### src/rtl/cache_mem_arbiter_pkg.sv
// rtl/cache_mem_arbiter_pkg.sv - shared types and defaults for the I/D cache memory arbiter
package cache_arb_pkg;

  typedef enum logic {
    IDLE  = 1'b0,
    BURST = 1'b1
  } arb_state_e;

  typedef enum logic {
    OWN_I = 1'b0,
    OWN_D = 1'b1
  } owner_e;

  // One in-flight memory read: who it belongs to and whether it ends the block
  typedef struct packed {
    logic   valid;
    owner_e owner;
    logic   last;
  } tag_t;

  localparam int DEF_BURST_LEN   = 8;
  localparam int DEF_MEM_LATENCY = 4;

endpackage

### src/rtl/cache_mem_arbiter_if.sv
// rtl/cache_mem_arbiter_if.sv - cache-side and memory-side signal bundle for the arbiter
interface cache_mem_arbiter_if #(
  parameter int ADDR_W = 16,
  parameter int DATA_W = 16
);

  logic              d_req;
  logic [ADDR_W-1:0] d_addr;
  logic              d_gnt;
  logic [DATA_W-1:0] d_data;
  logic              d_data_valid;
  logic              d_done;

  logic              i_req;
  logic [ADDR_W-1:0] i_addr;
  logic              i_gnt;
  logic [DATA_W-1:0] i_data;
  logic              i_data_valid;
  logic              i_done;

  logic [ADDR_W-1:0] memory_address;
  logic              memory_enable;
  logic [DATA_W-1:0] memory_data;
  logic              memory_data_valid;
  logic              spurious_valid;

  // Arbiter side
  modport master (
    input  d_req, d_addr, i_req, i_addr, memory_data, memory_data_valid,
    output d_gnt, d_data, d_data_valid, d_done,
    output i_gnt, i_data, i_data_valid, i_done,
    output memory_address, memory_enable, spurious_valid
  );

  // Environment side: miss handlers and memory
  modport slave (
    output d_req, d_addr, i_req, i_addr, memory_data, memory_data_valid,
    input  d_gnt, d_data, d_data_valid, d_done,
    input  i_gnt, i_data, i_data_valid, i_done,
    input  memory_address, memory_enable, spurious_valid
  );

endinterface

### src/rtl/cache_mem_arbiter_tag_pipe.sv
// rtl/cache_mem_arbiter_tag_pipe.sv - owner tag delay line matched to memory read latency
module arb_tag_pipe
  import cache_arb_pkg::*;
#(
  parameter int DEPTH = DEF_MEM_LATENCY
) (
  input  logic clk,
  input  logic rst,
  input  tag_t tag_in,
  output tag_t tag_out
);

  tag_t stage_q [DEPTH];
  tag_t stage_d [DEPTH];

  // Shift by one stage every cycle; stage 0 takes the tag of the read issued this cycle
  always_comb begin
    stage_d[0] = tag_in;
    for (int k = 1; k < DEPTH; k++) begin
      stage_d[k] = stage_q[k-1];
    end
  end

  // Clearing every stage drops all reads that were in flight at reset
  always_ff @(posedge clk or negedge rst) begin
    if (!rst) begin
      for (int k = 0; k < DEPTH; k++) begin
        stage_q[k] <= '0;
      end
    end else begin
      stage_q <= stage_d;
    end
  end

  assign tag_out = stage_q[DEPTH-1];

endmodule

### src/rtl/cache_mem_arbiter.sv
// rtl/cache_mem_arbiter.sv - I/D miss burst arbiter for one memory read port; CACHE_ARB_RR_EN selects round-robin ties
module cache_mem_arbiter
  import cache_arb_pkg::*;
#(
  parameter int ADDR_W      = 16,
  parameter int DATA_W      = 16,
  parameter int BURST_LEN   = DEF_BURST_LEN,
  parameter int MEM_LATENCY = DEF_MEM_LATENCY
) (
  input logic                 clk,
  input logic                 rst,
  cache_mem_arbiter_if.master bus
);

  localparam int CNT_W = (BURST_LEN > 1) ? $clog2(BURST_LEN) : 1;
  localparam int GRD_W = $clog2(MEM_LATENCY + 1);
  localparam logic [ADDR_W-1:0] BLK_MASK = ADDR_W'(2 * BURST_LEN - 1);
  localparam logic [CNT_W-1:0]  CNT_LAST = CNT_W'(BURST_LEN - 1);
  localparam logic [GRD_W-1:0]  GRD_INIT = GRD_W'(MEM_LATENCY);

  arb_state_e        state_q, state_d;
  owner_e            owner_q, owner_d;
  logic [CNT_W-1:0]  cnt_q, cnt_d;
  logic [ADDR_W-1:0] base_q, base_d;
  logic              gnt_q, gnt_d;
  logic              d_busy_q, d_busy_d;
  logic              i_busy_q, i_busy_d;
  logic              spur_q, spur_d;
  logic [GRD_W-1:0]  guard_q, guard_d;
`ifdef CACHE_ARB_RR_EN
  owner_e            last_owner_q, last_owner_d;
`endif

  logic              d_elig, i_elig, d_pick;
  logic              last_issue, can_arb;
  logic              d_dv, i_dv;
  logic [DATA_W-1:0] rd_word;
  tag_t              tag_in, tag_tail;

  // Next-state: burst sequencing, arbitration, busy tracking and spurious detection.
  // A side stays busy from its grant until its last word returns, so a level
  // request still high during the data tail is not re-granted.
  // After reset the guard window lets reads issued before reset drain silently.
  always_comb begin
    d_elig = bus.d_req & ~d_busy_q;
    i_elig = bus.i_req & ~i_busy_q;
`ifdef CACHE_ARB_RR_EN
    d_pick = d_elig & (~i_elig | (last_owner_q == OWN_I));
    last_owner_d = last_owner_q;
`else
    d_pick = d_elig;
`endif
    last_issue = (state_q == BURST) && (cnt_q == CNT_LAST);
    can_arb    = (state_q == IDLE) || last_issue;

    state_d  = state_q;
    owner_d  = owner_q;
    cnt_d    = cnt_q;
    base_d   = base_q;
    gnt_d    = 1'b0;
    d_busy_d = d_busy_q & ~(tag_tail.valid & tag_tail.last & (tag_tail.owner == OWN_D));
    i_busy_d = i_busy_q & ~(tag_tail.valid & tag_tail.last & (tag_tail.owner == OWN_I));
    spur_d   = spur_q | (bus.memory_data_valid & ~tag_tail.valid & (guard_q == '0));
    guard_d  = (guard_q == '0) ? '0 : guard_q - GRD_W'(1);

    if (state_q == BURST) begin
      cnt_d = cnt_q + CNT_W'(1);
      if (last_issue) state_d = IDLE;
    end

    // Grant from IDLE or straight out of the last issue cycle, so bursts abut
    if (can_arb && (d_elig || i_elig)) begin
      state_d = BURST;
      cnt_d   = '0;
      gnt_d   = 1'b1;
      if (d_pick) begin
        owner_d  = OWN_D;
        base_d   = bus.d_addr & ~BLK_MASK;
        d_busy_d = 1'b1;
      end else begin
        owner_d  = OWN_I;
        base_d   = bus.i_addr & ~BLK_MASK;
        i_busy_d = 1'b1;
      end
`ifdef CACHE_ARB_RR_EN
      last_owner_d = owner_d;
`endif
    end
  end

  // State registers
  always_ff @(posedge clk or negedge rst) begin
    if (!rst) begin
      state_q  <= IDLE;
      owner_q  <= OWN_I;
      cnt_q    <= '0;
      base_q   <= '0;
      gnt_q    <= 1'b0;
      d_busy_q <= 1'b0;
      i_busy_q <= 1'b0;
      spur_q   <= 1'b0;
      guard_q  <= GRD_INIT;
`ifdef CACHE_ARB_RR_EN
      last_owner_q <= OWN_I;
`endif
    end else begin
      state_q  <= state_d;
      owner_q  <= owner_d;
      cnt_q    <= cnt_d;
      base_q   <= base_d;
      gnt_q    <= gnt_d;
      d_busy_q <= d_busy_d;
      i_busy_q <= i_busy_d;
      spur_q   <= spur_d;
      guard_q  <= guard_d;
`ifdef CACHE_ARB_RR_EN
      last_owner_q <= last_owner_d;
`endif
    end
  end

  // Tag of the read issued this cycle
  always_comb begin
    tag_in       = '0;
    tag_in.valid = (state_q == BURST);
    tag_in.owner = owner_q;
    tag_in.last  = last_issue;
  end

  arb_tag_pipe #(.DEPTH(MEM_LATENCY)) u_tag_pipe (
    .clk     (clk),
    .rst     (rst),
    .tag_in  (tag_in),
    .tag_out (tag_tail)
  );

  assign d_dv    = tag_tail.valid & bus.memory_data_valid & (tag_tail.owner == OWN_D);
  assign i_dv    = tag_tail.valid & bus.memory_data_valid & (tag_tail.owner == OWN_I);
  assign rd_word = bus.memory_data;

  assign bus.memory_enable  = (state_q == BURST);
  assign bus.memory_address = base_q + (ADDR_W'(cnt_q) << 1);
  assign bus.d_gnt          = gnt_q & (owner_q == OWN_D);
  assign bus.i_gnt          = gnt_q & (owner_q == OWN_I);
  assign bus.d_data         = rd_word;
  assign bus.i_data         = rd_word;
  assign bus.d_data_valid   = d_dv;
  assign bus.i_data_valid   = i_dv;
  assign bus.d_done         = d_dv & tag_tail.last;
  assign bus.i_done         = i_dv & tag_tail.last;
  assign bus.spurious_valid = spur_q;

endmodule

### src/flat_wrapper.sv
// flat-port wrapper written by rule: the top's interface ports become plain ports
module cache_mem_arbiter_flat import cache_arb_pkg::*;
#(
  parameter int ADDR_W      = 16,
  parameter int DATA_W      = 16,
  parameter int BURST_LEN   = DEF_BURST_LEN,
  parameter int MEM_LATENCY = DEF_MEM_LATENCY
)
  (clk, rst, bus_d_req, bus_d_addr, bus_i_req, bus_i_addr, bus_memory_data, bus_memory_data_valid, bus_d_gnt, bus_d_data, bus_d_data_valid, bus_d_done, bus_i_gnt, bus_i_data, bus_i_data_valid, bus_i_done, bus_memory_address, bus_memory_enable, bus_spurious_valid);
  cache_mem_arbiter_if #(.ADDR_W(ADDR_W), .DATA_W(DATA_W)) bus_i ();
  input logic clk;
  input logic rst;
  input wire logic [$bits(bus_i.d_req)-1:0] bus_d_req;
  input wire logic [$bits(bus_i.d_addr)-1:0] bus_d_addr;
  input wire logic [$bits(bus_i.i_req)-1:0] bus_i_req;
  input wire logic [$bits(bus_i.i_addr)-1:0] bus_i_addr;
  input wire logic [$bits(bus_i.memory_data)-1:0] bus_memory_data;
  input wire logic [$bits(bus_i.memory_data_valid)-1:0] bus_memory_data_valid;
  output wire logic [$bits(bus_i.d_gnt)-1:0] bus_d_gnt;
  output wire logic [$bits(bus_i.d_data)-1:0] bus_d_data;
  output wire logic [$bits(bus_i.d_data_valid)-1:0] bus_d_data_valid;
  output wire logic [$bits(bus_i.d_done)-1:0] bus_d_done;
  output wire logic [$bits(bus_i.i_gnt)-1:0] bus_i_gnt;
  output wire logic [$bits(bus_i.i_data)-1:0] bus_i_data;
  output wire logic [$bits(bus_i.i_data_valid)-1:0] bus_i_data_valid;
  output wire logic [$bits(bus_i.i_done)-1:0] bus_i_done;
  output wire logic [$bits(bus_i.memory_address)-1:0] bus_memory_address;
  output wire logic [$bits(bus_i.memory_enable)-1:0] bus_memory_enable;
  output wire logic [$bits(bus_i.spurious_valid)-1:0] bus_spurious_valid;
  assign bus_i.d_req = bus_d_req;
  assign bus_i.d_addr = bus_d_addr;
  assign bus_i.i_req = bus_i_req;
  assign bus_i.i_addr = bus_i_addr;
  assign bus_i.memory_data = bus_memory_data;
  assign bus_i.memory_data_valid = bus_memory_data_valid;
  assign bus_d_gnt = bus_i.d_gnt;
  assign bus_d_data = bus_i.d_data;
  assign bus_d_data_valid = bus_i.d_data_valid;
  assign bus_d_done = bus_i.d_done;
  assign bus_i_gnt = bus_i.i_gnt;
  assign bus_i_data = bus_i.i_data;
  assign bus_i_data_valid = bus_i.i_data_valid;
  assign bus_i_done = bus_i.i_done;
  assign bus_memory_address = bus_i.memory_address;
  assign bus_memory_enable = bus_i.memory_enable;
  assign bus_spurious_valid = bus_i.spurious_valid;
  cache_mem_arbiter #(.ADDR_W(ADDR_W), .DATA_W(DATA_W), .BURST_LEN(BURST_LEN), .MEM_LATENCY(MEM_LATENCY)) u_core (.clk(clk), .rst(rst), .bus(bus_i));
endmodule
### config.mk
export PLATFORM = sky130hd
export DESIGN_NAME = cache_mem_arbiter_flat
export DESIGN_NICKNAME = d
export VERILOG_FILES = /design/src/rtl/cache_mem_arbiter_pkg.sv /design/src/rtl/cache_mem_arbiter_if.sv /design/src/rtl/cache_mem_arbiter_tag_pipe.sv /design/src/rtl/cache_mem_arbiter.sv /design/src/flat_wrapper.sv
export SDC_FILE = /design/constraint.sdc
export NUM_CORES = 1
export LEC_CHECK = 0
export CAP_MARGIN = 10
export CORE_MARGIN = 10
export CORE_UTILIZATION = 35
export CTS_BUF_LIST = sky130_fd_sc_hd__clkbuf_4
export DETAILED_ROUTE_END_ITERATION = 8
export PLACE_DENSITY = 0.79
export SETUP_SLACK_MARGIN = 0.02
export SYNTH_ARGS = -nofsm -noshare
export SYNTH_HDL_FRONTEND = slang
export SYNTH_SLANG_ARGS = --single-unit
### constraint.sdc
create_clock -name clk -period 1.7 [get_ports clk]
set_input_delay 0.34 -clock clk [delete_from_list [all_inputs] [get_ports clk]]
set_output_delay 0.34 -clock clk [all_outputs]
set_load 0.05 [all_outputs]
==> run_results.csv <==
group,metric,value,unit
min_path,hp-class,"in -> reg",
critical_path,reg2reg_from,"u_core.cnt_q[0]",
placed_design,io_buffers,51,
global_routing,grt_max_degree,37,
power,power_frac_comb,52.0,%
sta,fin_skew,0.00856,ns
critical_path,ff2ff_setup_slack,0.14,ns
power,p_seq_share,33.5,%
placed_design,placed_area,2250,sq um
drt,ant_nets,0,
min_path,min_delay_worst_endpoint,"u_core.bus.spurious_valid",
global_routing,antenna_found_initial,0,
logic_synthesis,synthCells,139,
clock_tree,cts.htree.levels,2,
die,die_area,8370,sq um
critical_path,startpoint_type,"flop",
drt,routed_wl,3460,um
die,coreArea,4850,sq um
sta,setup_violations,0,
critical_path,cp.required,1.36,ns
critical_path,path_class,"reg -> out",
finish,fin_nets,228,
finish,diodes,0,
logic_synthesis,yosysUniqueCellTypes,25,
clock_tree,cts_tree,"built",
logic_synthesis,ys_ff_latch,36,
sta,slew_violations,0,
drt,drt-initial-drc-count,36,
drt,dr.pass1.iters,4,
die,start_util,36.9,%
clock_tree,clk_latency,0.34,ns
critical_path,arrival,1.29,ns
drt,vias_per_cell,4.28,
power,p_leak,1.08,nW
die,dieWidth,91.5,um
min_path,whs_path_depth,3,
drt,drc,0,
clock_tree,ctsHoldBuffers,0,
clock_tree,clock-sinks,36,
critical_path,r2r_cells,5,
global_routing,grt_pass1_wl,5700,um
placed_design,gp_congestion,0.679,
logic_synthesis,yosysSeqAreaShare,50.4,%
clock_tree,ctsRootBufferMaster,"clkbuf_4",
power,pwr-share-clk,14.5,%
power,p_switching,0.00172,W
placed_design,dp.cells,228,
critical_path,timing.rr.end,"u_core.base_q[9]",
sta,fin_crit,1.63,ns
die,num_io_pins,109,
power,switching_share,40.8,%
logic_synthesis,synth_fp_nets,196,
clock_tree,numCtsBuffers,5,
power,p_per_area,1780,nW/um^2
critical_path,crit_fanout,3,
global_routing,gr-total-overflow,0,
min_path,hp-start,"bus_memory_data_valid",
die,rows,25,
global_routing,grt_pass1_vias,1170,
job,drv_cap,0,
clock_tree,cts_buffer_depth,2,
sta,fin_crit_sh,96.0,%
logic_synthesis,yosys_warnings,0,
power,ir_drop,1130,uV
finish,layout-drive-gt1-share,45.3,%
sta,finalHoldViolCount,0,
die,die_h,91.5,um
finish,layoutNonFillerInstCount,239,
logic_synthesis,syn_avg_cell_area,12.9,sq um
sta,rsz0062_at_grt,"false",
drt,num_vias,1022,
placed_design,post-dp-hpwl,2670,um
clock_tree,cts.clk_slew.worst_paths,0.12,ns
critical_path,endpoint_kind,"output port",
finish,nFillCells,420,
global_routing,grt_usage,8.32,%
sta,fmax,613,MHz
drt,wl_per_cell,14.5,um
finish,design_area,2360,sq um
logic_synthesis,syn-cell-area,1790,sq um
finish,syn_to_final_growth,31.8,%
status,status,"complete, no violations",
power,p_int,0.00249,W
==> metal layers <==
| layer | GRT usage (%) | routed length [um] |
|---|---|---|
| met1 | 8.70 | 1340 |
| met2 | 13.2 | 1640 |
| met3 | 4.86 | 403 |
| met4 | 3.92 | 69 |
| met5 | 0 | 0 |
==> metrics by stage <==
stage / setup TNS [ns] / worst slack [ns] / util, % / power, W / hold WS (ns)
5_1_grt: 0 / 0.0111 / 48.6 / 0.00443 / 0.310
3_3_place_gp: -1.38 / -0.141 / 46.4 / 0.00354 / 0.334
6_report: 0 / 0.0674 / 48.6 / 0.00421 / 0.306
4_1_cts: 0 / 0.0295 / 48.0 / 0.00420 / 0.355
2_1_floorplan: -0.134 / -0.0192 / - / 0.00310 / 0.0444
3_5_place_dp: -1.78 / -0.173 / 46.4 / 0.00359 / 0.337
==> state kept, by name, indices dropped and copies added (netlist names) <==
name                       count
u_core.d_busy_q                1
u_core.guard_q                 3
u_core.i_busy_q                1
u_core.base_q                 12
u_core.owner_q                 1
u_core.cnt_q                   3
u_core.u_tag_pipe.tag_out      3
u_core.u_tag_pipe.stage_d      9
u_core.gnt_q                   1
u_core.bus.spurious_valid      1
u_core.bus.memory_enable       1
==> power by group through the flow <==
stage               combinational, W  clock [W]  sequential (W)
floorplan                    0.00101          0         0.00209
global placement             0.00212          0         0.00142
detailed placement           0.00215          0         0.00144
CTS                          0.00216   0.000624         0.00142
global route                 0.00232   0.000654         0.00146
finish                       0.00219   0.000611         0.00141
==> cells by family (layout without fill, tap and decap cells) <==
| family | count (synthesis) | in the layout | share of synthesized area [%] |
|---|---|---|---|
| AOI/OAI and AO/OA | 10 | 10 | 3.92 |
| muxes | 24 | 24 | 18.5 |
| adders and majority gates | 4 | 4 | 2.80 |
| xor gates and xnor gates | 1 | 1 | 0.490 |
| and+or+nand+nor | 25 | 25 | 7.97 |
| buffers and inverters | 38 | 71 | 15.7 |
| other | 1 | 1 | 0.210 |
| DFF | 36 | 36 | 50.4 |
==> cell usage after synthesis <==
master	n	area (sq um)
a32o_1	2	20.0
o21ai_0	4	20.0
inv_1	3	11.3
conb_1	1	3.75
o22ai_1	1	6.26
nand2_1	6	22.5
dfrtp_1	35	876
and2_1	4	25.0
dfstp_2	1	26.3
buf_6	2	22.5
ha_1	4	50.1
o31ai_1	1	7.51
o21a_2	1	8.76
xnor2_1	1	8.76
nor2_1	5	18.8
mux2_4	16	240
nand2b_1	1	6.26
mux2_2	8	90.1
and3_1	1	6.26
nor2b_1	5	31.3
nor2b_4	1	13.8
nand2b_4	1	13.8
o21bai_1	1	7.51
nand3_1	1	5.00
buf_4	33	248
==> cell usage in the layout (no fill, tap or decap), types with 2 or more instances in the layout <==
cell type / n
a32o_1: 2
and2_1: 2
and2_2: 2
buf_12: 8
buf_4: 24
clkbuf_4: 6
clkdlybuf4s50_1: 27
dfrtp_1: 32
dfrtp_2: 3
ha_1: 2
ha_4: 2
inv_1: 3
mux2_2: 8
mux2_4: 16
nand2_1: 6
nand2b_4: 2
nor2_1: 4
nor2b_1: 5
o21ai_0: 4
==> how the worst max path moves through the flow <==
stage,startpoint,to,depth (start not counted)
3_5_place_dp,bus_i_req,u_core.base_q[11],4
3_3_place_gp,bus_i_req,u_core.base_q[9],4
4_1_cts,u_core.u_tag_pipe.tag_out[1],bus_d_done,3
6_report,u_core.u_tag_pipe.tag_out[1],bus_i_done,4
5_1_grt,u_core.u_tag_pipe.tag_out[1],bus_i_done,4
2_1_floorplan,u_core.cnt_q[0],u_core.base_q[13],6
==> repair_timing <==
action | CTS | global route
endpoints found under the setup margin | 0 | 2
setup buffers | 0 | 3
resized for setup | 0 | 2
==> final cells by class <==
class                           count  area (sq um)  share of cell area, %
Clock buffer                        6          45.0                   1.91
Clock inverter                      2          35.0                   1.49
Inverter                            3          11.3                  0.477
Multi-Input combinational cell     65           654                   27.7
Sequential cell                    36           906                   38.4
Tap cell                           67          83.8                   3.55
Timing Repair Buffer               60           623                   26.4
==> critical path, cell delays in order, from the launching register on <==
cell and delay (ns):
dfrtp_1 0.42, buf_4 0.15, nor2_2 0.10, and2_2 0.17, buf_12 0.13
Power figures use the tool's default switching activity.
